### src/rtl/mips_fetch_stage_if.sv
// ---------------------------------------------------------------------------
// mips_fetch_stage_if : instruction-memory request/response bus, one outstanding
// Rev 1.0 - initial release
// ---------------------------------------------------------------------------
`default_nettype none

interface mips_fetch_stage_if;
  logic        req;
  logic [31:0] addr;
  logic        gnt;
  logic        rvalid;
  logic [31:0] rdata;

  modport master (output req, output addr, input gnt, input rvalid, input rdata);
  modport slave  (input req, input addr, output gnt, output rvalid, output rdata);
endinterface

`default_nettype wire

### src/rtl/mips_fetch_stage.sv
// ---------------------------------------------------------------------------
// mips_fetch_stage : MIPS32 IF stage - PC register, imem fetch FSM, IF/ID register
// Rev 1.0 - initial release
// ---------------------------------------------------------------------------
`default_nettype none

module mips_fetch_stage #(
  parameter logic [31:0] RESET_PC = 32'h0000_0000,
  parameter logic [31:0] NOP_INST = 32'h0000_0000
) (
  input  wire logic        clk,
  input  wire logic        reset,
  input  wire logic        stall,
  input  wire logic        flush,
  input  wire logic [31:0] branch_target,
  mips_fetch_stage_if.master imem,
  output logic [31:0]      pc_current,
  output logic [31:0]      IFID_pc4,
  output logic [31:0]      IFID_inst,
  output logic             IFID_valid
);

  typedef enum logic [1:0] {
    S_FETCH = 2'd0,
    S_WAIT  = 2'd1,
    S_HOLD  = 2'd2,
    S_DROP  = 2'd3
  } state_t;

  state_t      state_q, state_d;
  logic [31:0] pc_q, pc_d;
  logic [31:0] buf_q, buf_d;
  logic [31:0] ifid_pc4_q, ifid_pc4_d;
  logic [31:0] ifid_inst_q, ifid_inst_d;
  logic        ifid_valid_q, ifid_valid_d;

  logic [31:0] w_pc_plus4;
  logic        w_load_new;
  logic [31:0] w_new_inst;

  assign w_pc_plus4 = pc_q + 32'd4;

  assign imem.req   = (state_q == S_FETCH) && !flush;
  assign imem.addr  = pc_q;
  assign pc_current = pc_q;
  assign IFID_pc4   = ifid_pc4_q;
  assign IFID_inst  = ifid_inst_q;
  assign IFID_valid = ifid_valid_q;

  always_comb begin
    state_d    = state_q;
    pc_d       = pc_q;
    buf_d      = buf_q;
    w_load_new = 1'b0;
    w_new_inst = buf_q;

    case (state_q)
      S_FETCH: begin
        if (flush) begin
          pc_d = branch_target;
        end else if (imem.gnt) begin
          state_d = S_WAIT;
        end
      end
      S_WAIT: begin
        if (imem.rvalid) begin
          if (flush) begin
            pc_d    = branch_target;
            state_d = S_FETCH;
          end else if (stall) begin
            buf_d   = imem.rdata;
            state_d = S_HOLD;
          end else begin
            w_load_new = 1'b1;
            w_new_inst = imem.rdata;
            pc_d       = w_pc_plus4;
            state_d    = S_FETCH;
          end
        end else if (flush) begin
          pc_d    = branch_target;
          state_d = S_DROP;
        end
      end
      S_HOLD: begin
        if (flush) begin
          pc_d    = branch_target;
          buf_d   = NOP_INST;
          state_d = S_FETCH;
        end else if (!stall) begin
          w_load_new = 1'b1;
          w_new_inst = buf_q;
          pc_d       = w_pc_plus4;
          state_d    = S_FETCH;
        end
      end
      S_DROP: begin
        // The response in flight belongs to the abandoned path; only the PC moves.
        if (flush) begin
          pc_d = branch_target;
        end
        if (imem.rvalid) begin
          state_d = S_FETCH;
        end
      end
      default: state_d = S_FETCH;
    endcase
  end

  always_comb begin
    ifid_pc4_d   = 32'd0;
    ifid_inst_d  = NOP_INST;
    ifid_valid_d = 1'b0;
    if (flush) begin
      ifid_pc4_d   = 32'd0;
      ifid_inst_d  = NOP_INST;
      ifid_valid_d = 1'b0;
    end else if (stall) begin
      ifid_pc4_d   = ifid_pc4_q;
      ifid_inst_d  = ifid_inst_q;
      ifid_valid_d = ifid_valid_q;
    end else if (w_load_new) begin
      ifid_pc4_d   = w_pc_plus4;
      ifid_inst_d  = w_new_inst;
      ifid_valid_d = 1'b1;
    end
  end

  always_ff @(posedge clk or negedge reset) begin
    if (!reset) begin
      state_q      <= S_FETCH;
      pc_q         <= RESET_PC;
      buf_q        <= NOP_INST;
      ifid_pc4_q   <= 32'd0;
      ifid_inst_q  <= NOP_INST;
      ifid_valid_q <= 1'b0;
    end else begin
      state_q      <= state_d;
      pc_q         <= pc_d;
      buf_q        <= buf_d;
      ifid_pc4_q   <= ifid_pc4_d;
      ifid_inst_q  <= ifid_inst_d;
      ifid_valid_q <= ifid_valid_d;
    end
  end

endmodule

`default_nettype wire

### src/flat_wrapper.sv
// flat-port wrapper written by rule: the top's interface ports become plain ports
module mips_fetch_stage_flat 
#(
  parameter logic [31:0] RESET_PC = 32'h0000_0000,
  parameter logic [31:0] NOP_INST = 32'h0000_0000
)
  (clk, reset, stall, flush, branch_target, pc_current, IFID_pc4, IFID_inst, IFID_valid, imem_req, imem_addr, imem_gnt, imem_rvalid, imem_rdata);
  mips_fetch_stage_if imem_i ();
  input  wire logic clk;
  input  wire logic reset;
  input  wire logic stall;
  input  wire logic flush;
  input  wire logic [31:0] branch_target;
  output logic [31:0] pc_current;
  output logic [31:0] IFID_pc4;
  output logic [31:0] IFID_inst;
  output logic IFID_valid;
  output wire logic [$bits(imem_i.req)-1:0] imem_req;
  output wire logic [$bits(imem_i.addr)-1:0] imem_addr;
  input wire logic [$bits(imem_i.gnt)-1:0] imem_gnt;
  input wire logic [$bits(imem_i.rvalid)-1:0] imem_rvalid;
  input wire logic [$bits(imem_i.rdata)-1:0] imem_rdata;
  assign imem_req = imem_i.req;
  assign imem_addr = imem_i.addr;
  assign imem_i.gnt = imem_gnt;
  assign imem_i.rvalid = imem_rvalid;
  assign imem_i.rdata = imem_rdata;
  mips_fetch_stage #(.RESET_PC(RESET_PC), .NOP_INST(NOP_INST)) u_core (.clk(clk), .reset(reset), .stall(stall), .flush(flush), .branch_target(branch_target), .imem(imem_i), .pc_current(pc_current), .IFID_pc4(IFID_pc4), .IFID_inst(IFID_inst), .IFID_valid(IFID_valid));
endmodule
### config.mk
export PLATFORM = sky130hd
export DESIGN_NAME = mips_fetch_stage_flat
export DESIGN_NICKNAME = d
export VERILOG_FILES = /design/src/rtl/mips_fetch_stage_if.sv /design/src/rtl/mips_fetch_stage.sv /design/src/flat_wrapper.sv
export SDC_FILE = /design/constraint.sdc
export NUM_CORES = 1
export LEC_CHECK = 0
export CAP_MARGIN = 20
export CELL_PAD_IN_SITES_DETAIL_PLACEMENT = 1
export CELL_PAD_IN_SITES_GLOBAL_PLACEMENT = 1
export CORE_MARGIN = 5
export CORE_UTILIZATION = 36
export CTS_CLUSTER_SIZE = 24
export DETAILED_ROUTE_END_ITERATION = 12
export PLACE_DENSITY = 0.77
export SYNTH_ARGS = -nofsm -noshare
export SYNTH_HDL_FRONTEND = slang
export SYNTH_SLANG_ARGS = --single-unit
### constraint.sdc
create_clock -name clk -period 2.3 [get_ports clk]
set_input_delay 0.345 -clock clk [delete_from_list [all_inputs] [get_ports clk]]
set_output_delay 0.345 -clock clk [all_outputs]
set_load 0.02 [all_outputs]
==> metrics.cfg <==
[status]
status = complete, no violations

[cts]
cts_tree = done
clock_path_buffers = 2
clock_sinks = 131
cts_max_level = 4
cts_buffers = 17
cts_root_buffer = clkbuf_16
cts_setup_buffers = 0
clock_latency_ns = 0.42
clkSlewWorstSetupHoldPaths_ns = 0.07

[power]
p_leak_nw = 4.08
switching_share_pct = 38.4
intPower_w = 0.00697
pwr-share-clk_pct = 25.7
p_sw_w = 0.00435
peakVddDrop_mv = 0.570
power_w = 0.0113
p_seq_share_pct = 32.1
powerDensity_mw_per_mm2 = 1200
comb_power_share_pct = 42.2

[synthesis]
synthArstFlopShare_pct = 100
synth_area_mm2 = 0.00655
synth_top_area_cell = dfrtp_1
ys.flop_type = dfrtp_1
yosys-top-cells-count = dfrtp_1 (131), nand2_1 (96), o21ai_1 (75), mux2i_1 (41), a22o_1 (36)
syn-num-nets = 720
ys_ff_latch = 131
synth_cells = 644
ys_warn_count = 0
synth.top_cell.area_share_pct = 50.1
synth_area_leaders = dfrtp_1 (50%), mux2i_1 (6.3%), o21ai_1 (5.7%), nand2_1 (5.5%), a22o_1 (4.8%)
synth.distinct_cells = 52
syn_area_per_cell_um2 = 10.2
yosys.cell_count.top_type = dfrtp_1
synth_edf_count = 0
seq_area_frac_synth_pct = 50.1

[worst_setup_path]
slowest_stage = dfrtp_1
path_cells = inv_1 -> ha_1 -> mux2i_1 -> nor2_1 -> nor3_2 -> buf_12 -> o21ai_1 -> o311ai_1
critPathBufInv = 2
crit_type = flip-flop to flip-flop
ff2ff_setup_slack_ns = 0.14
cp-end-kind = flip-flop
max_stage_delay_ns = 0.43
cp.arrival_ns = 2.43
cp-start-kind = flip-flop
required_ns = 2.57
worstPathMaxFanout = 15
cpLargestDelayFamily = simple AND/OR/NAND/NOR gates

[sta]
fmax_mhz = 463
period_needed_ns = 2.16
tightest_slew_ns = 0.744
drv_slew = 0
skew_ns = 0.0115
setup_viol = 0
max-slew-margin-rel_pct = 50.0
setup_tns_ns = 0
hold_viol = 0
period_share_pct = 93.9

[global_routing]
grt_max_degree = 67
first_global_vias = 6456
grtUsageTotal_pct = 21.9
grt_pass1_wl_um = 35800
antenna_found_initial = 0
grt-ovfl-total = 0

[detailed_routing]
top_layer = met4
route.met2.wl_um = 11600
via_count = 5837
viasPerCell = 5.49
routed_wirelength_um = 22700
first_pass_iters = 4
dr.first_iter.drc_count = 242
ant_nets = 0
drt-met1-wl_um = 9310
wl_met3_um = 1130
wl_per_cell_um = 21.4
drcViolationCount = 0

[finish]
nets = 899
nFillCells = 1935
fin_util_pct = 52.4
syn2layout_area_growth_pct = 43.7
layout-drive-gt1-share_pct = 10.7
n_antenna_cell = 0

[floorplan]
dieHeight_um = 145
fp.dieArea_mm2 = 0.0210
die_x_um = 145
rows = 49
initial_core_util_pct = 36.4
pin_count = 200
core-area_mm2 = 0.0180

[placed_design]
dp_hpwl_um = 15700
gp_congestion = 0.836
portBuffers = 199

[min_path]
hold_class = input pin to asynchronous set/reset pin

[flow_run]
max-cap-violations = 0

-- power by group through the flow --
stage                     logic [W]  registers (W)  clock network (W)
after detailed placement    0.00473        0.00364                  0
final                       0.00478        0.00363            0.00291
after CTS                   0.00479        0.00362            0.00295
after global routing        0.00509        0.00373            0.00306
after global placement      0.00460        0.00358                  0
after floorplan             0.00249        0.00388                  0
-- worst reg2reg max path, stage by stage, from the launching register on --
cell	delay, ns
dfrtp_1	0.43
inv_1	0.12
ha_1	0.37
mux2i_1	0.12
nor2_1	0.38
nor3_2	0.10
buf_12	0.17
o21ai_1	0.17
o311ai_1	0.14
-- sequential cells by signal, indices dropped and copies added (netlist names) --
register and flops:
u_core.IFID_pc4 32, u_core.buf_q 32, u_core.IFID_inst 32, u_core.IFID_valid 1, u_core.state_q 2, u_core.imem.addr 32
-- layer usage --
layer  GRT usage (%)  vias up
met1            26.8     2957
met4            8.89        0
met3            4.04       50
li1                -     2640
met2            38.2      190
met5               0        -
-- timing repair --
item,in CTS,in global routing
resized for setup,2,2
hold buffers,1,0
cloned,0,0
hold endpoints to repair,62,0
setup endpoints to repair,2,5
-- logic make-up (layout without fill, tap and decap cells) --
kind of cell / after synthesis / count (layout) / share of synthesized area, %
AOI/OAI and AO/OA: 176 / 176 / 17.6
adders and majority gates: 6 / 6 / 1.15
DFF: 131 / 131 / 50.1
xor gates and xnor gates: 28 / 28 / 3.75
and+or+nand+nor: 174 / 174 / 13.6
muxes: 42 / 42 / 6.44
buffers and inverters: 87 / 277 / 7.40
-- path summary, 6_finish.rpt --
| path | start | end | depth (start not counted) |
|---|---|---|---|
| max | u_core.state_q[0]$_DFFE_PN0P_ | u_core.imem.addr[22]$_DFF_PN0_ | 8 |
| min | reset | u_core.IFID_pc4[8]$_DFFE_PN0N_ | 2 |
| max reg2reg | u_core.state_q[0]$_DFFE_PN0P_ | u_core.imem.addr[22]$_DFF_PN0_ | 8 |
| min reg2reg | u_core.IFID_valid$_DFFE_PN0N_ | u_core.IFID_valid$_DFFE_PN0N_ | 2 |
| max in group asynchronous | reset | u_core.buf_q[3]$_DFFE_PN0P_ | 3 |
| min in group clk | u_core.IFID_valid$_DFFE_PN0N_ | u_core.IFID_valid$_DFFE_PN0N_ | 2 |
-- placed cells by master (no fill, tap or decap), drive strengths merged, types with 4 or more instances in the layout --
| cell | netlist | final |
|---|---|---|
| buf | 59 | 33 |
| and2 | 4 | 4 |
| a22oi | 7 | 7 |
| bufinv | 0 | 4 |
| o22ai | 10 | 10 |
| nand4 | 14 | 14 |
| dfrtp | 131 | 131 |
| nand2 | 96 | 96 |
| clkdlybuf4s50 | 0 | 197 |
| nor3 | 10 | 10 |
| o311ai | 7 | 7 |
| xor2 | 18 | 18 |
| a22o | 36 | 36 |
| clkbuf | 13 | 18 |
| ha | 6 | 6 |
| o21ai | 78 | 78 |
| xnor2 | 10 | 10 |
| a21oi | 15 | 15 |
| nor4 | 5 | 5 |
| a31oi | 5 | 5 |
| nand3 | 16 | 16 |
| inv | 14 | 15 |
| mux2i | 41 | 41 |
| clkinv | 1 | 5 |
| nor2 | 20 | 20 |
-- final cells by class --
class / instances / area [µm²] / area share (%)
inverters: 15 / 56.3 / 0.598
clock inverters: 12 / 183 / 1.94
well taps: 229 / 287 / 3.05
repair buffers: 232 / 2340 / 24.9
flip-flops and latches: 131 / 3280 / 34.8
clock buffers: 18 / 439 / 4.67
multi-input cells: 426 / 2820 / 30.0
-- metrics by stage --
step                      instance area [µm²]  std cells  setup WS, ns  hold WS (ns)
after global routing                     9410       1063      -0.00997         0.502
after global placement                   8760       1032         0.122         0.388
final                                    9410       1063         0.139         0.481
after detailed placement                 8760       1032       -0.0304         0.392
after floorplan                          6550        644         0.395        0.0494
after CTS                                9400       1063        0.0918         0.485
Power figures use the tool's default switching activity.
